<file path="src/rtl/flow_arbiter.sv">
// Round-robin scheduler in front of the 4x4 routing mux: picks one non-empty input FIFO per
// cycle, skips sources whose target output FIFO is almost full, and drives registered pop/push/select.
module flow_arbiter #(
  parameter int DATA_W = 10,
  parameter int CNT_W  = 8
) (
  input  logic              clk,
  input  logic              reset,
  input  logic [DATA_W-1:0] fifo0_out,
  input  logic [DATA_W-1:0] fifo1_out,
  input  logic [DATA_W-1:0] fifo2_out,
  input  logic [DATA_W-1:0] fifo3_out,
  input  logic              fifo0_empty,
  input  logic              fifo1_empty,
  input  logic              fifo2_empty,
  input  logic              fifo3_empty,
  input  logic              fifo4_afull,
  input  logic              fifo5_afull,
  input  logic              fifo6_afull,
  input  logic              fifo7_afull,
  output logic [1:0]        demux0,
  output logic [1:0]        dest,
  output logic              pop0,
  output logic              pop1,
  output logic              pop2,
  output logic              pop3,
  output logic              push4,
  output logic              push5,
  output logic              push6,
  output logic              push7,
  output logic [1:0]        state,
  output logic [CNT_W-1:0]  tx_count
);

  localparam logic [1:0] ST_IDLE   = 2'b00;
  localparam logic [1:0] ST_ACTIVE = 2'b01;
  localparam logic [1:0] ST_STALL  = 2'b10;

  logic [1:0]       r_demux;
  logic [1:0]       r_dest;
  logic [3:0]       r_pop;
  logic [3:0]       r_push;
  logic [1:0]       r_state;
  logic [CNT_W-1:0] r_tx;
  logic [1:0]       r_rr;
  logic [1:0]       r_lg;
  logic             r_lg_valid;

  logic [DATA_W-1:0] w_head [4];
  logic [1:0]        w_dst  [4];
  logic [3:0]        w_empty;
  logic [3:0]        w_afull;
  logic [3:0]        w_elig;
  logic [3:0]        w_af_block;
  logic              w_grant;
  logic [1:0]        w_win;
  logic [1:0]        w_win_dst;
  logic [1:0]        w_cand;
  logic [1:0]        w_state_next;

  assign w_head[0] = fifo0_out;
  assign w_head[1] = fifo1_out;
  assign w_head[2] = fifo2_out;
  assign w_head[3] = fifo3_out;
  assign w_empty   = {fifo3_empty, fifo2_empty, fifo1_empty, fifo0_empty};
  assign w_afull   = {fifo7_afull, fifo6_afull, fifo5_afull, fifo4_afull};

  // A source granted last cycle is excluded: its empty flag does not yet reflect that pop.
  generate
    for (genvar gi = 0; gi < 4; gi++) begin : g_src
      logic w_excl;
      assign w_dst[gi]      = w_head[gi][DATA_W-1:DATA_W-2];
      assign w_excl         = r_lg_valid && (r_lg == 2'(gi));
      assign w_elig[gi]     = !w_empty[gi] && !w_excl && !w_afull[w_dst[gi]];
      assign w_af_block[gi] = !w_empty[gi] && !w_excl &&  w_afull[w_dst[gi]];
    end
  endgenerate

  // Next-state: search rr_ptr+1 .. rr_ptr+4 (the last wraps back to rr_ptr itself).
  always_comb begin
    w_grant   = 1'b0;
    w_win     = r_rr;
    w_cand    = '0;
    for (int k = 1; k <= 4; k++) begin
      w_cand = r_rr + 2'(k);
      if (!w_grant && w_elig[w_cand]) begin
        w_grant = 1'b1;
        w_win   = w_cand;
      end
    end
    w_win_dst = w_dst[w_win];
    if (w_grant)
      w_state_next = ST_ACTIVE;
    else if (|w_af_block)
      w_state_next = ST_STALL;
    else
      w_state_next = ST_IDLE;
  end

  always_ff @(posedge clk) begin
    if (reset) begin
      r_demux    <= '0;
      r_dest     <= '0;
      r_pop      <= '0;
      r_push     <= '0;
      r_state    <= ST_IDLE;
      r_tx       <= '0;
      r_rr       <= 2'd3;
      r_lg       <= '0;
      r_lg_valid <= 1'b0;
    end else begin
      r_state <= w_state_next;
      if (w_grant) begin
        r_demux    <= w_win;
        r_dest     <= w_win_dst;
        r_pop      <= 4'b0001 << w_win;
        r_push     <= 4'b0001 << w_win_dst;
        r_rr       <= w_win;
        r_lg       <= w_win;
        r_lg_valid <= 1'b1;
        r_tx       <= r_tx + CNT_W'(1);
      end else begin
        r_pop      <= '0;
        r_push     <= '0;
        r_lg_valid <= 1'b0;
      end
    end
  end

  always_comb begin
    demux0   = r_demux;
    dest     = r_dest;
    pop0     = r_pop[0];
    pop1     = r_pop[1];
    pop2     = r_pop[2];
    pop3     = r_pop[3];
    push4    = r_push[0];
    push5    = r_push[1];
    push6    = r_push[2];
    push7    = r_push[3];
    state    = r_state;
    tx_count = r_tx;
  end

endmodule
</file>
<file path="config.mk">
export PLATFORM = sky130hd
export DESIGN_NAME = flow_arbiter
export DESIGN_NICKNAME = d
export VERILOG_FILES = /design/src/rtl/flow_arbiter.sv
export SDC_FILE = /design/constraint.sdc
export NUM_CORES = 1
export LEC_CHECK = 0
export BUFFER_PORTS_ARGS = -buffer_cell sky130_fd_sc_hd__buf_2
export CAP_MARGIN = 20
export CORE_MARGIN = 1
export CORE_UTILIZATION = 40
export CTS_CLUSTER_DIAMETER = 120
export DETAILED_ROUTE_END_ITERATION = 7
export PLACE_DENSITY = 0.74
export SYNTH_ARGS = -nofsm -noshare
export SYNTH_HDL_FRONTEND = slang
export SYNTH_SLANG_ARGS = --single-unit
</file>
<file path="constraint.sdc">
create_clock -name clk -period 5.7 [get_ports clk]
set_input_delay 1.14 -clock clk [delete_from_list [all_inputs] [get_ports clk]]
set_output_delay 1.14 -clock clk [all_outputs]
set_load 0.02 [all_outputs]
</file>
==> results of run 1 <==
==> area by class of cell <==
type / count / area share [%]
multi-input combinational: 93 / 47.6
sequential: 24 / 32.1
timing repair buffer: 40 / 13.5
tap: 31 / 2.59
clock inverter: 1 / 2.00
clock buffer: 3 / 1.50
inverter: 3 / 0.751
==> per-layer routing <==
| layer | vias to the layer above | GRT usage (%) | part of all wire [%] |
|---|---|---|---|
| met5 | - | 0 | 0 |
| met4 | 0 | 7.14 | 0.99 |
| met3 | 6 | 3.57 | 6.9 |
| met2 | 54 | 33.6 | 52 |
| met1 | 543 | 21.4 | 40 |
| li1 | 561 | - | - |
==> cells by family (layout without fill, tap and decap cells) <==
group | after synthesis | count (layout) | share of synthesized area (%)
multiplexers | 8 | 8 | 11.3
flip-flops | 24 | 24 | 38.8
buffers and inverters | 9 | 47 | 3.64
adder cells (fa/ha/maj) | 1 | 1 | 1.01
AO/OA/AOI/OAI | 30 | 30 | 19.4
AND/OR/NAND/NOR | 48 | 48 | 21.6
XOR/XNOR | 6 | 6 | 4.24
==> synth_stat cells, drive strengths merged (2+ instances only) <==
master   n  area [sq um]
o31a     2          18.8
and3     3          18.8
and3b    2          17.5
o21ai    4          20.0
nor2    14          52.6
a21oi    4          20.0
mux4     4          90.1
o32ai    6          67.6
nor3     3          15.0
buf      2          18.8
nand4    2          12.5
clkbuf   4          15.0
nand2    8          30.0
xor2     3          26.3
or3      3          18.8
mux2i    2          20.0
nand3b   2          15.0
or4      2          20.0
a211oi   3          22.5
dfxtp   24           480
inv      3          11.3
a22oi    2          15.0
mux2     2          30.0
xnor2    3          26.3
==> tightest hold or removal path: cells and delay by family (launching register included) <==
kind / cells / cell delay (ns)
AOI/OAI and AO/OA: 1 / 0.05
DFF: 1 / 0.36
and+or+nand+nor: 1 / 0.06
==> placed cells by master (no fill, tap or decap), drive strengths merged, types with 2 or more instances in the layout <==
| master | n |
|---|---|
| a211oi | 3 |
| a21oi | 4 |
| a22oi | 2 |
| and3 | 3 |
| and3b | 2 |
| buf | 40 |
| clkbuf | 3 |
| dfxtp | 24 |
| inv | 3 |
| mux2 | 2 |
| mux2i | 2 |
| mux4 | 4 |
| nand2 | 8 |
| nand3b | 2 |
| nand4 | 2 |
| nor2 | 14 |
| nor3 | 3 |
| o21ai | 4 |
| o31a | 2 |
| o32ai | 6 |
| or3 | 3 |
| or4 | 2 |
| xnor2 | 3 |
| xor2 | 3 |
==> power breakdown <==
part           switching (mW)  internal [mW]  leakage, nW
clock                  0.0501         0.0711       0.0279
sequential             0.0162          0.189        0.197
combinational          0.0959         0.0646        0.435
total                   0.162          0.325        0.659
==> state kept, by name, summed over array words and instances (netlist names) <==
name	count
dest	2
state	2
r_pop	4
r_rr	2
tx_count	8
r_lg	2
r_push	4
==> through the flow <==
stage	util [%]	hold WS, ns	power [mW]
5_1_grt	52.5	0.526	0.513
2_1_floorplan	-	0.503	0.324
3_5_place_dp	50.7	0.482	0.367
3_3_place_gp	50.7	0.469	0.361
6_report	52.5	0.497	0.487
4_1_cts	52.5	0.500	0.489
==> path summary, 6_finish.rpt <==
| check | end | slack, ns | depth (start not counted) |
|---|---|---|---|
| setup / recovery | dest[0] | 2.35 | 7 |
| hold / removal | tx_count[1] | 0.50 | 2 |
| setup reg to reg | dest[0] | 3.33 | 6 |
| hold reg to reg | tx_count[1] | 0.50 | 2 |
==> metrics.md, run 1 <==
| Metric | Value |
|---|---|
| I/O Pins | `72` |
| Sinks on Clock Net | `24` |
| Nature of the critical path endpoint | `flop` |
| Number of buffers created by CTS | `3` |
| Worst slack, placed | `slightly above 2 ns` |
| Critical register-to-register path startpoint | `r_lg[1]` |
| Antenna viol nets, final | `0` |
| Post-synthesis cell type count | `between 40 and 50` |
| Proportion of layout cells with a drive suffix above 1 | `between 30% and 40%` |
| Final Hold Violating Endpoints | `0` |
| Worst Tran Pin Value | `0.483 ns` |
| Total number of placement rows | `19` |
| Gate family responsible for the most delay along the worst path | `multiplexers` |
| Relative slew slack | `between 60 and 70%` |
| Maximum number of pins on one net before global-route repair | `18` |
| Number of buffers added to fix hold violations after cts | `0` |
| Syn_area_per_cell | `9.83 sq um` |
| Number of DRC markers after the initial detailed-route iteration | `50` |
| Final setup viols | `0` |
| Number of synthesized flops with an enable pin | `0` |
| Reg clk slew, reported paths | `0.13 ns` |
| Hold path startpoint | `tx_count[1]` |
| Count of placed standard cells including taps | `roughly 190` |
| Unrepaired setup endpoints after global routing | `false` |
| Count of warnings emitted by yosys | `0` |
| Class of the most critical hold timing path | `reg -> reg` |
| Die width | `between 50 and 60 um` |
| DRC viols | `2` |
| Result of the run | `finished, violations left` |
| Number of antenna violations at the first check in global routing | `0` |
| Initial core utilization | `a little over two fifths` |
| Number of setup buffers added after CTS | `0` |
| Timing-limited maximum frequency | `between 0.2 and 0.3 GHz` |
| MaxCap Viol Count | `0` |
| Max Fanout on Critical Path | `10` |
| Cell Pwr Density | `between 300 and 400 mW/mm^2` |
| Clock Tree Root | `clkbuf_4` |
| RePlAce Congestion | `between 0.8 and 0.9` |
| Delay of the slowest cell on the worst path | `roughly 0.55 ns` |
| Net count of the mapped netlist | `177` |
| Static leakage power | `approximately 0.66 nW` |
| Cell area after placement | `around 0.0014 sq mm` |
| Area delta synth->final | `21.0%` |
| Post-route setup TNS | `0 ns` |
| Footprint of the flip-flops and latches | `about 480 sq um` |
| Critical Path, Cell by Cell | `buf_2 > mux4_2 > o32ai_1 > and4_4 > or2_1 > mux2i_1 > o221ai_1` |
| Arrival time reported for the critical path endpoint | `approximately 3.5 ns` |
| Number of instances in the synthesized netlist | `126` |
| Crit-path slowest cell | `mux4_2` |
| Fin nets | `approximately 220` |
| Part of the Yosys area used for sequential elements | `about two fifths` |
| Non-filler instance count after layout | `around 200` |
| Class of the most critical setup path | `in -> reg` |
| Seq cells post-synth | `24` |
| Total iterations of the first detailed-routing run | `6` |
| Smallest setup slack after layout | `2.35 ns` |
| Via count of the routed design | `between 1000 and 1500` |
| Average wire per cell in the routed design | `approximately 15 um` |
| Post-detail-place hpwl | `2.21 mm` |
| Number of global-route vias before repair | `about 1100` |
| First element of the critical path | `fifo0_out[8]` |
| Post-synth design cell area | `between 0.001 and 0.0015 sq mm` |
| All-Layer GR Usage | `between 10% and 20%` |
| Critical Path Start Type | `primary input` |
| Clock tree from TritonCTS | `yes` |
| Worst path required time | `between 5 and 6 ns` |
| Insertion delay to the later sink of the worst-skew pair | `between 0.3 and 0.4 ns` |
| Area taken by multi-input logic gates | `roughly 710 sq um` |
| Depth of the CTS H-tree | `1` |
| CTS Buffer Depth | `2` |
| Number of gates resized after CTS | `0` |
| Share of synthesized registers carrying an async set or reset | `0%` |
| Max VDD drop | `0.234 mV` |
| Number of pins exceeding their max-slew limit in the final report | `0` |
| Final critical path time including I/O delays and setup | `around 3.3 ns` |
| Count of buffers from port buffering | `39` |
| Share of the clock period used by the worst path | `~59%` |
| Buf/Inv on CP | `1` |
| Ant. Diodes | `0` |
| Aggregate routed wire length | `2.94 mm` |
| Chip Height | `57.7 um` |
| Aggregate global routing overflow | `0` |
| Per-cell via count in the routed design | `5.97` |
| Final worst clock skew | `0.00874 ns` |
| Post-route standard cell area excluding fillers | `~0.0015 sq mm` |
| Most common flop cell mapped by yosys | `dfxtp_1` |
| First-pass GRT wire length | `roughly 4.8 mm` |
| Core outline area | `about 0.0029 sq mm` |
| Fillers | `283` |
| Failing checks | `DRC` |
| Die Area | `between 0.003 and 0.004 sq mm` |
Note: power is estimated with default switching activity, not from simulation.
==> inputs of run 2 (changes only) <==
==> constraint.sdc (replaced) <==
create_clock -name clk -period 3.5 [get_ports clk]
set_input_delay 0.7 -clock clk [delete_from_list [all_inputs] [get_ports clk]]
set_output_delay 0.7 -clock clk [all_outputs]
set_load 0.02 [all_outputs]
==> run 2 against run 1 <==
Net effect:
- the run still ends with DRC left
- design area fell by 1.1%
- worst setup slack got worse by 1.7 ns
- global-route usage grew 0.79 points
- count of clock-buffer cells in the layout increased by 1
- non-clock buffer count unchanged
- register-to-register slack lost 2.2 ns
- via count down 1.2%
- critical path type unchanged
- largest cell class unchanged
- highest routed layer unchanged
==> metrics.md, run 2 (synthesis gave the netlist of run 1 again) <==
| Metric | Value |
|---|---|
| Result of the run | `finished, violations left` |
| Failing checks | `DRC` |
| Number of buffers created by CTS | `3 (unchanged)` |
| Proportion of layout cells with a drive suffix above 1 | `35.4% (unchanged)` |
| Static leakage power | `0.653 nW (-1.1%)` |
| Post-detail-place hpwl | `2.23 mm (+0.84%)` |
| Number of DRC markers after the initial detailed-route iteration | `33 (-34%)` |
| Reg clk slew, reported paths | `0.12 ns (about the same)` |
| Commonest non-fill, non-tap cells in the layout | `39 x buf_2, 24 x dfxtp_1, 14 x nor2_1` |
| Total iterations of the first detailed-routing run | `6 (unchanged)` |
| Cell Pwr Density | `497 mW/mm^2 (+53%)` |
| Largest register FFs | `8 (unchanged)` |
| Smallest setup slack after layout | `0.682 ns (-1.67 ns)` |
| Die width | `57.7 um (unchanged)` |
| Most Used Layer, Global Route | `met2` |
| Number of setup buffers added after CTS | `0 (unchanged)` |
| Via count of the routed design | `1150 (-1.2%)` |
| Number of pins exceeding their max-slew limit in the final report | `0 (unchanged)` |
| Unrepaired setup endpoints after global routing | `false` |
| Nature of the critical path endpoint | `flop` |
| Post-route setup TNS | `0 ns (unchanged)` |
| Sinks on Clock Net | `24 (unchanged)` |
| Area delta synth->final | `19.7%` |
| Net switching share of the total power | `35.2% (+1.9 points)` |
| Number of antenna violations at the first check in global routing | `0 (unchanged)` |
| I/O Pins | `72 (unchanged)` |
| MaxCap Viol Count | `0 (unchanged)` |
| Fillers | `287 (+1.4%)` |
| Sw Pwr | `0.260 mW (+60%)` |
| R2r endpoint | `r_push[2]` |
| Relative slew slack | `72.4% (+4.7 points)` |
| First-pass GRT wire length | `4.95 mm (+3.9%)` |
| Share of power burned in the clock network | `19.3% (-5.6 points)` |
| Worst Tran Pin Value | `0.412 ns (-0.0709 ns)` |
| Combinational fraction of design power | `35.4% (+2.4 points)` |
| Critical register-to-register path startpoint | `r_lg[1]` |
| Total number of placement rows | `19 (unchanged)` |
| Post-route standard cell area excluding fillers | `0.00148 sq mm (-1.1%)` |
| Most frequent standard cell in the layout excluding fill and tap cells | `buf_2` |
| Worst Reg2Reg Path Length in Cells | `6 (unchanged)` |
| RePlAce Congestion | `0.834 (+0.37%)` |
| Aggregate routed wire length | `2.95 mm (+0.31%)` |
| Aggregate global routing overflow | `0 (unchanged)` |
| Clock Tree Root | `clkbuf_4` |
| Insertion delay to the later sink of the worst-skew pair | `0.31 ns (about the same)` |
| DRC viols | `2 (unchanged)` |
| Per-cell via count in the routed design | `5.90 (-1.2%)` |
| Timing-limited maximum frequency | `0.355 GHz` |
| Average wire per cell in the routed design | `15.1 um (+0.31%)` |
| Class of the most critical hold timing path | `reg -> reg` |
| Global routing usage on met1 | `21.8% (+0.38 points)` |
| Worst hold-check slack | `0.526 ns (+0.0293 ns)` |
| Met2 Use GR | `35.9% (+2.3 points)` |
| Die Area | `0.00332 sq mm (unchanged)` |
| Arrival time reported for the critical path endpoint | `3.05 ns (-0.49 ns)` |
| R2R setup slack | `1.17 ns (-2.16 ns)` |
| Final setup viols | `0 (unchanged)` |
| Number of global-route vias before repair | `1098 (+1.3%)` |
| Max VDD drop | `0.368 mV (+57%)` |
| CTS Buffer Depth | `2 (unchanged)` |
| Antenna viol nets, final | `0 (unchanged)` |
| Endpoint of the most critical setup path | `r_push[2]` |
| Number of buffers added to fix hold violations after cts | `0 (unchanged)` |
| Final critical path time including I/O delays and setup | `2.82 ns` |
| Ant. Diodes | `0 (unchanged)` |
| Count of buffers from port buffering | `39 (unchanged)` |
| Fraction of power consumed by sequential logic | `45.3% (+3.1 points)` |
| Maximum number of pins on one net before global-route repair | `18 (unchanged)` |
| Core outline area | `0.00285 sq mm (unchanged)` |
| Worst path required time | `3.73 ns (-2.16 ns)` |
| Share of the clock period used by the worst path | `approximately four fifths` |
| Class of the most critical setup path | `in -> reg` |
| Initial core utilization | `43.4% (unchanged)` |
| Clock tree from TritonCTS | `yes` |
| Critical Path Start Type | `primary input` |
| All-Layer GR Usage | `19.3% (+0.79 points)` |
| First element of the critical path | `fifo3_out[8]` |
| Met3 global-route usage | `4.69% (+1.1 points)` |
| Worst slack, placed | `0.360 ns (-1.71 ns)` |
| Depth of the CTS H-tree | `1 (unchanged)` |
| Cell-internal power | `0.477 mW (+47%)` |
| Cell area after placement | `0.00145 sq mm (unchanged)` |
| Final worst clock skew | `0.00198 ns (-0.00675 ns)` |
| Number of gates resized after CTS | `0 (unchanged)` |
| Max Fanout on Critical Path | `10 (unchanged)` |
| Fin nets | `216 (unchanged)` |
| Hold path startpoint | `dest[0]` |
| Final Hold Violating Endpoints | `0 (unchanged)` |
| Chip Height | `57.7 um (unchanged)` |
-- run 2: cell types whose count changed in the layout (fill, tap and decap cells not counted) --
cell	delta
clkbuf_8	+1
bufinv_16	-1
-- run 2: worst min-delay path by stage --
stage / cells after the start / slack, ns / endpoint
3_5_place_dp: 2 / 0.49 / dest[0]
2_1_floorplan: 2 / 0.50 / r_rr[1]
3_3_place_gp: 2 / 0.47 / tx_count[1]
4_1_cts: 2 / 0.52 / dest[0]
6_report: 2 / 0.53 / dest[0]
5_1_grt: 2 / 0.54 / dest[0]
-- run 2: final cells by class --
cell class,instances,area (sq um),share of cell area (%)
Multi-Input combinational cell,93,713,48.1
Sequential cell,24,480,32.4
Timing Repair Buffer,40,203,13.7
Tap cell,31,38.8,2.62
Clock buffer,4,36.3,2.45
Inverter,3,11.3,0.759
-- run 2: per-layer routing --
layer / wire [um] / share of wire [%]
met5: 0 / 0
met4: 32 / 1.1
met3: 153 / 5.2
met2: 1550 / 52
met1: 1220 / 41
-- run 2: power groups by stage --
stage                     Combinational (mW)  Clock (mW)  Sequential, mW
after global placement                 0.251           0           0.338
after global routing                   0.284       0.163           0.339
after CTS                              0.261       0.147           0.333
after floorplan                        0.155           0           0.372
after detailed placement               0.259           0           0.339
final                                  0.261       0.142           0.334
-- run 2: critical path, stage by stage --
cell     delay (ns)
buf_2          0.12
mux4_2         0.55
or4_4          0.51
and4_4         0.22
or2_1          0.37
mux2_4         0.37
o32ai_2        0.20
-- run 2: per-stage QoR --
stage,util (%),std cells,total power [mW]
after floorplan,-,126,0.528
after global placement,50.7,191,0.589
after detailed placement,50.7,191,0.597
after CTS,52.0,195,0.741
after global routing,52.0,195,0.785
final,52.0,195,0.737
==> inputs of run 3 (changes only) <==
--- a/config.mk
+++ b/config.mk
@@ -5,6 +5,7 @@
 export SDC_FILE = /design/constraint.sdc
 export NUM_CORES = 1
 export LEC_CHECK = 0
+export ABC_AREA = 1
 export BUFFER_PORTS_ARGS = -buffer_cell sky130_fd_sc_hd__buf_2
 export CAP_MARGIN = 20
 export CORE_MARGIN = 1
==> constraint.sdc (replaced) <==
create_clock -name clk -period 2.53 [get_ports clk]
set_input_delay 0.506 -clock clk [delete_from_list [all_inputs] [get_ports clk]]
set_output_delay 0.506 -clock clk [all_outputs]
set_load 0.02 [all_outputs]
==> run 3 against run 2 <==
Net effect:
- the flow now finishes without violations
- global-route usage down 0.33 points
- sequential share of layout area down 5.8 points
- flip-flop and latch count unchanged
- sequential power up 69%
- clock power up 140%
- first-iteration DRC count rose to 2.8 times the previous value
- via count up 38%
- clock skew up 0.012 ns
- synthesized cell count up 80%
- count of clock-buffer cells in the layout down 1
- total power rose to 3.2 times the previous value
==> metrics.md, run 3 <==
| Metric | Value |
|---|---|
| Result of the run | `complete, no violations` |
| Via count of the routed design | `1590 (+38%)` |
| Share of synthesized registers carrying an async set or reset | `0% (unchanged)` |
| Most instantiated library cell after synthesis | `nand2_1` |
| Buf/Inv on CP | `1 (unchanged)` |
| Post-route setup TNS | `0 ns (unchanged)` |
| Worst Tran Pin Value | `0.325 ns (-0.0863 ns)` |
| Most common flop cell mapped by yosys | `dfxtp_1` |
| Count of buffers from port buffering | `39 (unchanged)` |
| Area fraction of the dominant cell type after synthesis | `32.2% (-6.5 points)` |
| Cell Pwr Density | `1320 mW/mm^2 (+170%)` |
| Maximum number of pins on one net before global-route repair | `15 (-3)` |
| Per-cell via count in the routed design | `5.06 (-14%)` |
| Aggregate global routing overflow | `0 (unchanged)` |
| Proportion of layout cells with a drive suffix above 1 | `25.0% (-10 points)` |
| Post-synth design cell area | `0.00149 sq mm (+20%)` |
| Number of buffers added to fix hold violations after cts | `0 (unchanged)` |
| Initial core utilization | `43.3% (-0.13 points)` |
| Seq cells post-synth | `24 (unchanged)` |
| R2R setup slack | `0.53 ns (-0.64 ns)` |
| Max VDD drop | `0.893 mV (+140%)` |
| Cell accounting for the most synthesized area | `dfxtp_1` |
| Number of DRC markers after the initial detailed-route iteration | `91 (+180%)` |
| Count of warnings emitted by yosys | `0 (unchanged)` |
| Delay of the slowest cell on the worst path | `0.38 ns (-0.17 ns)` |
| Critical Path, Cell by Cell | `inv_1 > a31oi_1 > nand3_1 > nand2_1 > nand2_1 > nand2_2 > nand2_2 > nand2_1 > nand2_2 > nand2_4 > nand2_1 > nand2_1 > nand2_1 > nand3_2 > nand2_1` |
| Crit-path slowest cell | `dfxtp_1` |
| RePlAce Congestion | `0.923 (+11%)` |
| Fin nets | `320 (+48%)` |
| Critical Path Start Type | `flop` |
| Most frequent standard cell in the layout excluding fill and tap cells | `nand2_1` |
| Final setup viols | `0 (unchanged)` |
| Clock tree from TritonCTS | `yes` |
| Chip Height | `63.0 um (+9.3%)` |
| Most frequent cell on the critical path | `nand2_1` |
| Number of antenna violations at the first check in global routing | `0 (unchanged)` |
| MaxCap Viol Count | `0 (unchanged)` |
| Static leakage power | `0.946 nW (+45%)` |
| Fillers | `346 (+21%)` |
| Number of buffers created by CTS | `3 (unchanged)` |
| Largest cells by area after synthesis | `dfxtp_1 32%, nand2_1 19%, nand3_1 14%` |
| CTS Buffer Depth | `2 (unchanged)` |
| Sinks on Clock Net | `24 (unchanged)` |
| Number of global-route vias before repair | `1397 (+27%)` |
| Final critical path time including I/O delays and setup | `between 1.5 and 2 ns` |
| Post-detail-place hpwl | `2.76 mm (+24%)` |
| DRC viols | `0 (-2)` |
| Class of the most critical hold timing path | `reg -> reg` |
| Number of instances in the synthesized netlist | `227 (+80%)` |
| Number of pins exceeding their max-slew limit in the final report | `0 (unchanged)` |
| Smallest setup slack after layout | `0.530 ns (-0.152 ns)` |
| Timing-limited maximum frequency | `0.500 GHz` |
| Total number of placement rows | `21 (+2)` |
| Die width | `63.0 um (+9.3%)` |
| Part of the Yosys area used for sequential elements | `32.2% (-6.5 points)` |
| Relative slew slack | `78.2% (+5.8 points)` |
| Ant. Diodes | `0 (unchanged)` |
| Clock Tree Root | `clkbuf_8` |
| Area delta synth->final | `21.0%` |
| Die Area | `0.00397 sq mm (+20%)` |
| Depth of the CTS H-tree | `1 (unchanged)` |
| Commonest non-fill, non-tap cells in the layout | `75 x nand2_1, 43 x nand3_1, 39 x buf_2` |
| Aggregate routed wire length | `3.52 mm (+19%)` |
| Average wire per cell in the routed design | `11.2 um (-26%)` |
| Total iterations of the first detailed-routing run | `4 (-2)` |
| All-Layer GR Usage | `18.9% (-0.33 points)` |
| Insertion delay to the later sink of the worst-skew pair | `0.27 ns (-0.04 ns)` |
| Largest register FFs | `8 (unchanged)` |
| Post-synthesis cell type count | `27 (-43%)` |
| I/O Pins | `72 (unchanged)` |
| Number of synthesized flops with an enable pin | `0 (unchanged)` |
| Share of the clock period used by the worst path | `79.0%` |
| Final Hold Violating Endpoints | `0 (unchanged)` |
| List of most frequent post-synthesis cells | `75 x nand2_1, 43 x nand3_1, 24 x dfxtp_1, 21 x inv_1, 13 x nor2_1` |
| Worst path required time | `2.71 ns (-1.02 ns)` |
| Antenna viol nets, final | `0 (unchanged)` |
| Gate family responsible for the most delay along the worst path | `simple AND/OR/NAND/NOR gates` |
| First-pass GRT wire length | `6.05 mm (+22%)` |
| Final worst clock skew | `0.0135 ns (+0.0115 ns)` |
| Syn_area_per_cell | `6.56 sq um (-33%)` |
| Nature of the critical path endpoint | `flop` |
| Net count of the mapped netlist | `278 (+57%)` |
| Number of setup buffers added after CTS | `0 (unchanged)` |
| Unrepaired setup endpoints after global routing | `false` |
| Reg clk slew, reported paths | `0.10 ns (-0.02 ns)` |
| Number of gates resized after CTS | `0 (unchanged)` |
| Core outline area | `0.00344 sq mm (+21%)` |
| Class of the most critical setup path | `reg -> reg` |
| Worst slack, placed | `0.409 ns (+0.0491 ns)` |
| Arrival time reported for the critical path endpoint | `2.17 ns (-0.88 ns)` |
| Max Fanout on Critical Path | `8 (-2)` |
## run 3: final cells by class
class,instances,area (sq um),share of cell area (%)
repair buffers,40,203,11.2
well taps,46,57.6,3.19
inverters,25,96.3,5.34
flip-flops and latches,24,480,26.6
clock inverters,1,30.0,1.67
multi-input cells,175,895,49.6
clock buffers,3,41.3,2.29
## run 3: worst reg2reg max path: stages (launching register included)
cell     delay, ns
dfxtp_1       0.38
inv_1         0.09
a31oi_1       0.27
nand3_1       0.18
nand2_1       0.10
nand2_1       0.06
nand2_2       0.11
nand2_2       0.07
nand2_1       0.07
nand2_2       0.11
nand2_4       0.15
nand2_1       0.06
nand2_1       0.07
nand2_1       0.06
nand3_2       0.08
nand2_1       0.05
## run 3: through the flow
step	instances	power (mW)	hold slack (ns)	util [%]	cell area (sq um)
2_1_floorplan	227	1.73	0.526	-	1490
3_3_place_gp	310	2.02	0.446	50.3	1730
3_5_place_dp	310	2.03	0.443	50.3	1730
4_1_cts	314	2.38	0.459	52.4	1800
5_1_grt	314	2.60	0.474	52.4	1800
6_report	314	2.38	0.455	52.4	1800
## run 3: power by group
part,internal (mW),switching (mW)
clock,0.211,0.127
sequential,0.487,0.0784
combinational,0.478,0.998
total,1.18,1.20
## run 3: cell families (layout without fill, tap and decap cells)
group	Yosys count	after routing	share of synthesized area [%]
and+or+nand+nor	154	154	50.3
adders and majority gates	1	1	0.839
DFF	24	24	32.2
AOI/OAI and AO/OA	15	15	5.46
xor gates and xnor gates	5	5	3.44
buffers and inverters	28	69	7.72
## run 3: worst paths after layout
kind,start,endpoint,depth (start not counted)
max,r_lg[0],dest[1],15
min,dest[0],dest[0],2
max reg2reg,r_lg[0],dest[1],15
min reg2reg,dest[0],dest[0],2
## run 3: routing by layer
layer / up-vias / track usage, % / wire, um / share of wire, %
met4: 0 / 4.94 / 25 / 0.71
li1: 824 / - / - / -
met2: 54 / 30.9 / 1610 / 46
met3: 2 / 2.92 / 195 / 5.5
met5: - / 0 / 0 / 0
met1: 710 / 25.6 / 1690 / 48
